### src/rtl/clk_ratio_meter_pkg.sv
// Shared types and helpers for the divided-clock ratio meter.
package clk_ratio_meter_pkg;

    typedef enum logic [1:0] {
        IDLE,
        WAIT_EDGE,
        MEASURE
    } meter_state_e;

    // Bits needed to hold counts 0..max inclusive.
    function automatic int cnt_w(input int max);
        return $clog2(max + 1);
    endfunction

endpackage

### src/rtl/clk_ratio_meter_sync_edge_det.sv
// Brings the asynchronous divided clock into the clk domain and turns its
// synchronized level into single-cycle rise/fall pulses.
module clk_ratio_meter_sync_edge_det
    import clk_ratio_meter_pkg::*;
#(
    parameter int STAGES = 2
) (
    input  logic clk,
    input  logic reset,
    input  logic d_i,
    output logic rise_o,
    output logic fall_o
);

    logic [STAGES-1:0] sync_q;
    logic              prev_q;

    always_ff @(posedge clk) begin
        if (reset) begin
            sync_q <= '0;
            prev_q <= 1'b0;
        end else begin
            sync_q <= {sync_q[STAGES-2:0], d_i};
            prev_q <= sync_q[STAGES-1];
        end
    end

    // Both pulses come from the same delayed pair, so edges keep equal latency.
    assign rise_o = sync_q[STAGES-1] & ~prev_q;
    assign fall_o = ~sync_q[STAGES-1] & prev_q;

endmodule

### src/rtl/clk_ratio_meter.sv
// Measures period and high time of a divided clock in clk cycles, tracks lock
// on a stable ratio and flags ratio mismatch, duty error and loss of clock.
module clk_ratio_meter
    import clk_ratio_meter_pkg::*;
#(
    parameter  int MAX_N       = 256,
    parameter  int LOCK_CNT    = 4,
    parameter  int SYNC_STAGES = 2,
    localparam int CW          = cnt_w(MAX_N)
) (
    input  logic          clk,
    input  logic          reset,
    input  logic          enable,
    input  logic          clk_in,
    input  logic [CW-1:0] expected_n,
    output logic [CW-1:0] period,
    output logic [CW-1:0] high_time,
    output logic          period_valid,
    output logic          locked,
    output logic          mismatch,
    output logic          duty_err,
    output logic          timeout
);

    localparam int             LW       = $clog2(LOCK_CNT + 1);
    localparam logic [CW-1:0]  CNT_MAX  = CW'(MAX_N);
    localparam logic [CW-1:0]  CNT_ONE  = CW'(1);
    localparam logic [LW-1:0]  LOCK_MAX = LW'(LOCK_CNT);
    localparam logic [LW-1:0]  LOCK_ONE = LW'(1);

    // |2*hi - per| > 1, evaluated one bit wider so 2*hi cannot wrap.
    function automatic logic duty_bad(input logic [CW-1:0] hi, input logic [CW-1:0] per);
        logic [CW:0] twice;
        logic [CW:0] per_w;
        logic [CW:0] diff;
        twice = {hi, 1'b0};
        per_w = {1'b0, per};
        diff  = (twice >= per_w) ? (twice - per_w) : (per_w - twice);
        return diff > (CW+1)'(1);
    endfunction

    logic rise;
    logic fall;

    clk_ratio_meter_sync_edge_det #(
        .STAGES(SYNC_STAGES)
    ) u_sync (
        .clk   (clk),
        .reset (reset),
        .d_i   (clk_in),
        .rise_o(rise),
        .fall_o(fall)
    );

    meter_state_e  state_q, state_d;
    logic [CW-1:0] cnt_q, cnt_d;
    logic [CW-1:0] wcnt_q, wcnt_d;
    logic [CW-1:0] hi_cap_q, hi_cap_d;
    logic [CW-1:0] period_q, period_d;
    logic [CW-1:0] high_q, high_d;
    logic          pv_q, pv_d;
    logic          mis_q, mis_d;
    logic          duty_q, duty_d;
    logic          tmo_q, tmo_d;
    logic [LW-1:0] lock_cnt_q, lock_cnt_d;
    logic [CW-1:0] hi_sel;
    logic          meas_to;
    logic          wait_to;

    assign meas_to = (state_q == MEASURE) && !rise && (cnt_q == CNT_MAX);
    assign wait_to = (state_q == WAIT_EDGE) && !rise && (wcnt_q == CNT_MAX);

    always_ff @(posedge clk) begin
        if (reset) state_q <= IDLE;
        else       state_q <= state_d;
    end

    always_comb begin
        state_d = state_q;
        if (!enable) begin
            state_d = IDLE;
        end else begin
            case (state_q)
                IDLE:      state_d = WAIT_EDGE;
                WAIT_EDGE: if (rise) state_d = MEASURE;
                MEASURE:   if (meas_to) state_d = WAIT_EDGE;
                default:   state_d = IDLE;
            endcase
        end
    end

    always_comb begin
        cnt_d      = cnt_q;
        wcnt_d     = wcnt_q;
        hi_cap_d   = hi_cap_q;
        period_d   = period_q;
        high_d     = high_q;
        pv_d       = 1'b0;
        mis_d      = mis_q;
        duty_d     = duty_q;
        tmo_d      = tmo_q;
        lock_cnt_d = lock_cnt_q;
        // A fall landing on the rise cycle means no measurable high phase.
        hi_sel     = fall ? '0 : hi_cap_q;
        if (!enable) begin
            cnt_d      = '0;
            wcnt_d     = '0;
            hi_cap_d   = '0;
            period_d   = '0;
            high_d     = '0;
            mis_d      = 1'b0;
            duty_d     = 1'b0;
            tmo_d      = 1'b0;
            lock_cnt_d = '0;
        end else begin
            case (state_q)
                IDLE: begin
                    cnt_d  = CNT_ONE;
                    wcnt_d = CNT_ONE;
                end
                WAIT_EDGE: begin
                    cnt_d = CNT_ONE;
                    if (rise) begin
                        wcnt_d = CNT_ONE;
                    end else if (wait_to) begin
                        tmo_d      = 1'b1;
                        lock_cnt_d = '0;
                        wcnt_d     = CNT_ONE;
                    end else begin
                        wcnt_d = wcnt_q + CNT_ONE;
                    end
                end
                MEASURE: begin
                    if (rise) begin
                        period_d = cnt_q;
                        high_d   = hi_sel;
                        pv_d     = 1'b1;
                        mis_d    = (cnt_q != expected_n);
                        duty_d   = fall | duty_bad(hi_sel, cnt_q);
                        cnt_d    = CNT_ONE;
                        if (cnt_q != period_q)
                            lock_cnt_d = LOCK_ONE;
                        else if (lock_cnt_q != LOCK_MAX)
                            lock_cnt_d = lock_cnt_q + LOCK_ONE;
                    end else if (meas_to) begin
                        tmo_d      = 1'b1;
                        lock_cnt_d = '0;
                        cnt_d      = CNT_ONE;
                        wcnt_d     = CNT_ONE;
                    end else begin
                        cnt_d = cnt_q + CNT_ONE;
                        if (fall) hi_cap_d = cnt_q;
                    end
                end
                default: begin
                    cnt_d = CNT_ONE;
                end
            endcase
        end
    end

    always_ff @(posedge clk) begin
        if (reset) begin
            cnt_q      <= '0;
            wcnt_q     <= '0;
            hi_cap_q   <= '0;
            period_q   <= '0;
            high_q     <= '0;
            pv_q       <= 1'b0;
            mis_q      <= 1'b0;
            duty_q     <= 1'b0;
            tmo_q      <= 1'b0;
            lock_cnt_q <= '0;
        end else begin
            cnt_q      <= cnt_d;
            wcnt_q     <= wcnt_d;
            hi_cap_q   <= hi_cap_d;
            period_q   <= period_d;
            high_q     <= high_d;
            pv_q       <= pv_d;
            mis_q      <= mis_d;
            duty_q     <= duty_d;
            tmo_q      <= tmo_d;
            lock_cnt_q <= lock_cnt_d;
        end
    end

    assign period       = period_q;
    assign high_time    = high_q;
    assign period_valid = pv_q;
    assign locked       = (lock_cnt_q == LOCK_MAX);
    assign mismatch     = mis_q;
    assign duty_err     = duty_q;
    assign timeout      = tmo_q;

endmodule

### config.mk
export PLATFORM = sky130hd
export DESIGN_NAME = clk_ratio_meter
export DESIGN_NICKNAME = d
export VERILOG_FILES = /design/src/rtl/clk_ratio_meter_pkg.sv /design/src/rtl/clk_ratio_meter_sync_edge_det.sv /design/src/rtl/clk_ratio_meter.sv
export SDC_FILE = /design/constraint.sdc
export NUM_CORES = 1
export LEC_CHECK = 0
export CAP_MARGIN = 20
export CORE_ASPECT_RATIO = 0.6
export CORE_MARGIN = 5
export CORE_UTILIZATION = 52
export DETAILED_ROUTE_END_ITERATION = 10
export PLACE_DENSITY = 0.84
export SYNTH_ARGS = -nofsm -noshare
export SYNTH_HDL_FRONTEND = slang
export SYNTH_SLANG_ARGS = --single-unit
### constraint.sdc
create_clock -name clk -period 2.7 [get_ports clk]
set_input_delay 0.405 -clock clk [delete_from_list [all_inputs] [get_ports clk]]
set_output_delay 0.405 -clock clk [all_outputs]
set_load 0.02 [all_outputs]
Word-level counts from Yosys, hierarchy flattened
Cells that the tools add are included.
{ "word_totals": {"regBits": 57, "latchBits": 0, "ramBits": 0, "romBits": 0, "in_bits": 13, "out_inout_bits": 23, "n_memories": 0} }
{ "classes": {"add_sub_neg": 5, "mul": 0, "div": 0, "order_cmp": 2, "eq_ne": 15, "shifts": 0, "n_mux": 26, "n_bitwise": 9, "n_reduce_logical": 17} }
{ "op_table": {"columns": ["operator", "count"], "rows": [
  ["$mux 9", 5],
  ["$pmux 9 s3", 1],
  ["$add 9x1->9 const B", 2],
  ["$eq 9x9->1 const B", 2],
  ["$mux 3", 6],
  ["$ne 9x9->1", 2],
  ["$ge 10x9->1", 1],
  ["$gt 10x1->1 const B", 1],
  ["$mux 10", 1],
  ["$ne 2x2->1 const B", 5],
  ["$reduce_and 5->1", 2],
  ["$sub 10x9->10", 1],
  ["$sub 9x10->10", 1],
  ["$mux 1", 8],
  ["$ne 3x3->1 const B", 2],
  ["$not 1->1", 6],
  ["$pmux 2 s3", 1],
  ["$pmux 3 s2", 1],
  ["$reduce_or 5->1", 1],
  ["$logic_and 1x1->1", 4],
  ["$mux 2", 2],
  ["$ne 4x2->1 const B", 1],
  ["$reduce_and 2->1", 2],
  ["$reduce_and 4->1", 1],
  ["other kinds (14)", 15]
]} }

Logic depth before layout (Yosys ltp)
{ "depth": {"ltp_word": 8, "depth_mapped": 12, "mapped_depth_nobuf": 10} }

By module
From an unflattened synthesis, not the netlist that was laid out.
{ "hier_totals": {"hier_cells": 457, "area_unflattened_um2": 3553.4} }
{ "modules_own_cells": {"columns": ["module", "instances", "cells_per_inst", "area_per_inst_um2"], "rows": [
  ["clk_ratio_meter", 1, 449, 3462.1],
  ["clk_ratio_meter_sync_edge_det", 1, 8, 91.3]
]} }

Least setup slack after synthesis
Ideal clock, no wire load.
{ "synth_timing": {"path_kind": "register -> register", "from": "reg u_sync.sync_q[1]", "to": "reg duty_q (netlist: duty_err)", "arrival_time_ns": 2.598, "path_slack_ns": -0.024, "path_stages_with_launch": 12, "n_path_buf": 1, "period_less_slack_ns": 2.724, "path_cell_list": "dfxtp_1 > nand2b_1 > buf_2 > and2_1 > ha_1 > fa_1 > and2b_1 > o2111ai_2 > nand4b_4 > a21o_1 > a2111oi_4 > o31ai_1"} }
{ "synth_between": {"elab_chain_len": 7} }
{ "synth_lines": {"columns": ["item", "line", "rtl"], "rows": [
  ["from (decl)", "clk_ratio_meter_sync_edge_det.sv:15", "logic [STAGES-1:0] sync_q;"],
  ["from (signal assigned)", "clk_ratio_meter_sync_edge_det.sv:23", "sync_q <= {sync_q[STAGES-2:0], d_i};"],
  ["$not 1->1 (*)", "clk_ratio_meter_sync_edge_det.sv:30", "assign fall_o = ~sync_q[STAGES-1] & prev_q;"],
  ["$and 1x1->1 (*)", "clk_ratio_meter_sync_edge_det.sv:30", null],
  ["$mux 9 (*)", "clk_ratio_meter.sv:104", "hi_sel = fall ? '0 : hi_cap_q;"],
  ["named net hi_sel[0]", "clk_ratio_meter.sv:66", "logic [CW-1:0] hi_sel;"],
  ["$sub 9x10->10, or another cell as far along", "clk_ratio_meter.sv:38", "diff = (twice >= per_w) ? (twice - per_w) : (per_w - twice);"],
  ["$mux 10 (*)", "clk_ratio_meter.sv:38", null],
  ["$gt 10x1->1 (*)", "clk_ratio_meter.sv:39", "return diff > (CW+1)'(1);"],
  ["$or 1x1->1 (*)", "clk_ratio_meter.sv:139", "duty_d = fall | duty_bad(hi_sel, cnt_q);"],
  ["to (signal assigned)", "clk_ratio_meter.sv:182", "duty_q <= duty_d;"],
  ["to (decl)", "clk_ratio_meter.sv:63", "logic duty_q, duty_d;"]
]} }
Mark *: on every way through the listed nets, which the timed path passes. The rest lies on a longest branch.
A chain may end at the register's enable or synchronous reset.

Worst setup path after layout
Ends and elaborated chain as after synthesis.

==> flow_metrics.py <==
metrics = {
    "outcome": {
        "status": "finished, final reports clean",
    },
    "timing": {
        "hold_viol": 0,
        "max_freq_mhz": 386.1,
        "tightest_slew_ps": 572.9,
        "maxSlewHeadroom_pct": 61.45,
        "tns_ps": 0,
        "finClkSkew_ps": 5.031,
        "slew_viol_final": 0,
        "holdWs_ps": 450.2,
        "period_minus_slack_ps": 2590,
        "worst_slack_ps": 110.0,
        "setup_viol": 0,
        "fin_crit_sh_pct": 95.93,
    },
    "layout": {
        "num-fill-cells": 538,
        "regArea_um2": 1141,
        "nNetsFinal": 515,
        "final_cell_mix": "nand2_1 (58), dfxtp_1 (57), nor2_1 (42)",
        "drive_gt1_share_pct": 12.47,
        "finalInstanceArea_um2": 4417,
        "multi_input_area_um2": 2267,
        "n_antenna_cell": 0,
        "final_common_cell": "nand2_1",
        "final_util_pct": 65.87,
        "syn2layout_area_growth_pct": 22.23,
    },
    "power": {
        "vdd.ir_drop.worst_mv": 0.4245,
        "p_clk_share_pct": 54.1,
        "leakage_nw": 1.749,
        "power_density_nw_per_um2": 465.8,
        "pwr-share-seq_pct": 41.4,
        "switchingPower_uw": 430.3,
        "sw_frac_of_total_pct": 20.92,
        "p_int_mw": 1.627,
        "p_comb_share_pct": 4.5,
    },
    "die": {
        "row_count": 23,
        "initial_core_util_pct": 53.89,
        "die_x_um": 117.6,
        "dieArea_um2": 8771,
        "io_pins": 36,
        "die_h_um": 74.57,
        "core_area_um2": 6705,
    },
    "logic_synthesis": {
        "synth_top_area_share_pct": 31.58,
        "synthDistinctLibCells": 64,
        "synthTopCellsByArea": "dfxtp_1 (32%), ha_1 (8.3%), nand2_1 (6.0%)",
        "ys_seq_area_share_pct": 31.58,
        "ys_ff_latch": 57,
        "syn_area_um2": 3613,
        "ys_warn_count": 0,
        "synth_edf_count": 0,
        "synthCells": 433,
        "synth_largest_area_cell": "dfxtp_1",
        "syn_nets": 472,
        "ys_async_sr_fraction_pct": 0,
        "avgSynthCellArea_um2": 8.345,
        "ys.flop_type": "dfxtp_1",
    },
    "global_route": {
        "use_met1_pct": 26.39,
        "grt_max_degree": 38,
        "met3_usage_pct": 9.422,
        "grt-ovfl-total": 0,
        "grtUsageTotal_pct": 22.03,
        "grt_first_pass_wirelength_um": 15270,
        "use_met2_pct": 35.84,
        "antenna_found_initial": 0,
        "busiest_layer": "met2",
        "grt_pass1_vias": 3052,
    },
    "clock_network": {
        "cts_inserted_buffers": 9,
        "htree_levels": 3,
        "cts_tree": "yes",
        "path_clk_slew_ps": 50,
        "max-clock-path-buffers": 2,
        "cts_hold_buf": 0,
        "clkSinkCount": 57,
        "clk_latency_ps": 330,
        "cts-root-buf": "clkbuf_16",
    },
    "job": {
        "max_cap_viol_count": 0,
    },
    "route": {
        "ant_nets": 0,
        "dr.pass1.iters": 5,
        "avgViaCountPerCell": 5.792,
        "drt_first_iter_violations": 307,
        "post_drt_wl_per_cell_um": 17.07,
        "wl_um": 9695,
        "route.detailed.drc": 0,
        "num_vias": 3290,
    },
    "setup_path": {
        "cp_max_fo": 12,
        "end_kind": "flop",
        "cpPeakStageDelay_ps": 360,
        "arrival_ps": 2830,
        "crit_path_start_kind": "flop",
        "r2r_slack_ps": 110,
        "worstPathRequired_ps": 2940,
        "path_buf_inv": 4,
        "path_cells": "nand2b_4, buf_6, nand2_1, inv_1, ha_2, and2b_2, buf_4, buf_4, o21a_1, o31a_1, o221ai_1, a2111oi_4, o31ai_1",
        "critPathKind": "flop to flop",
        "crit_top_cell": "buf_4",
        "cp_top_family": "compound AO/OA/AOI/OAI gates",
        "crit_slowest_cell": "dfxtp_1",
    },
    "placed_design": {
        "place_ws_ps": 27.52,
        "hpwl_um": 6789,
        "dpl_cell_area_um2": 4040,
        "gp_congestion": 0.9627,
        "io_buffers": 35,
    },
    "min_path": {
        "hp-class": "flop to flop",
    },
}
==> registers in the layout, summed over array words and instances, names as in the netlist <==
| signal | cells |
|---|---|
| cnt_q | 9 |
| duty_err | 1 |
| hi_cap_q | 9 |
| high_time | 9 |
| lock_cnt_q | 3 |
| mismatch | 1 |
| period | 9 |
| period_valid | 1 |
| state_q | 2 |
| timeout | 1 |
| u_sync.prev_q | 1 |
| u_sync.sync_q | 2 |
| wcnt_q | 9 |
==> Yosys cell counts (all sizes together), types with 3 or more instances <==
library cell  number
buf               14
mux2i             10
nor3b              3
nor2b              7
o211ai             4
nand3             15
nor2              43
inv               30
o2111ai            3
nand4              6
a211oi             6
nor4b              3
clkbuf             8
a21o               9
o21a               5
a31oi              4
ha                24
xnor2             22
o21ai              7
nand2b             4
nor3               3
nand2             58
and2b              3
dfxtp             57
xor2              15
and2               3
a21oi             34
nor4               9
==> worst reg2reg max path, delay by kind of cell (launching register included) <==
family	cells	cell delay (ps)
fa+ha+maj	1	320
flops	1	360
simple gates	3	490
compound gates	5	850
buf+inv	4	480
==> power groups by stage <==
stage,registers [mW],logic (mW),clock network (mW)
2_1_floorplan,0.867,0.0537,0
3_3_place_gp,0.867,0.0865,0
3_5_place_dp,0.868,0.0888,0
4_1_cts,0.851,0.0898,1.13
5_1_grt,0.851,0.101,1.17
6_report,0.852,0.0934,1.11
==> worst paths after layout <==
kind	start	endpoint	cells past startpoint
hold reg to reg	high_time[4]$_SDFFE_PP0P_	high_time[4]$_SDFFE_PP0P_	2
hold / removal	high_time[4]$_SDFFE_PP0P_	high_time[4]$_SDFFE_PP0P_	2
setup reg to reg	u_sync.sync_q[1]$_SDFF_PP0_	duty_err$_SDFFE_PP0P_	13
setup / recovery	u_sync.sync_q[1]$_SDFF_PP0_	duty_err$_SDFFE_PP0P_	13
==> final cells by class <==
class / count / share of cell area (%)
multi-input combinational: 324 / 51.33
sequential: 57 / 25.84
timing repair buffer: 54 / 11.25
clock buffer: 13 / 5.666
inverter: 30 / 2.550
tap: 87 / 2.465
clock inverter: 3 / 0.9065
==> logic make-up (layout without fill, tap and decap cells) <==
kind of cell / after synthesis / after routing / share of synthesized area (%)
AOI/OAI and AO/OA: 85 / 85 / 16.10
buffers and inverters: 52 / 100 / 7.410
adders and majority gates: 26 / 26 / 9.418
xor gates and xnor gates: 37 / 37 / 8.968
and+or+nand+nor: 166 / 166 / 23.75
muxes: 10 / 10 / 2.770
DFF: 57 / 57 / 31.58
==> metal layers <==
| layer | part of all wire (%) | vias up | wire length (um) |
|---|---|---|---|
| met3 | 8.8 | 32 | 857 |
| met5 | 0 | - | 0 |
| met2 | 46 | 134 | 4464 |
| li1 | - | 1567 | - |
| met1 | 43 | 1557 | 4161 |
| met4 | 2.2 | 0 | 213 |
==> per-stage QoR <==
stage / total power, mW / instances
detailed placement: 0.9567 / 549
global route: 2.117 / 568
global placement: 0.9539 / 549
floorplan: 0.9211 / 433
finish: 2.057 / 568
CTS: 2.066 / 566
==> repair_timing <==
action / CTS / global route
endpoints found under the hold margin: 0 / 0
setup buffers: 1 / 2
resized for setup: 1 / 13
pin swaps: 0 / 3
endpoints found under the setup margin: 1 / 1
Note: power is estimated with default switching activity, not from simulation.
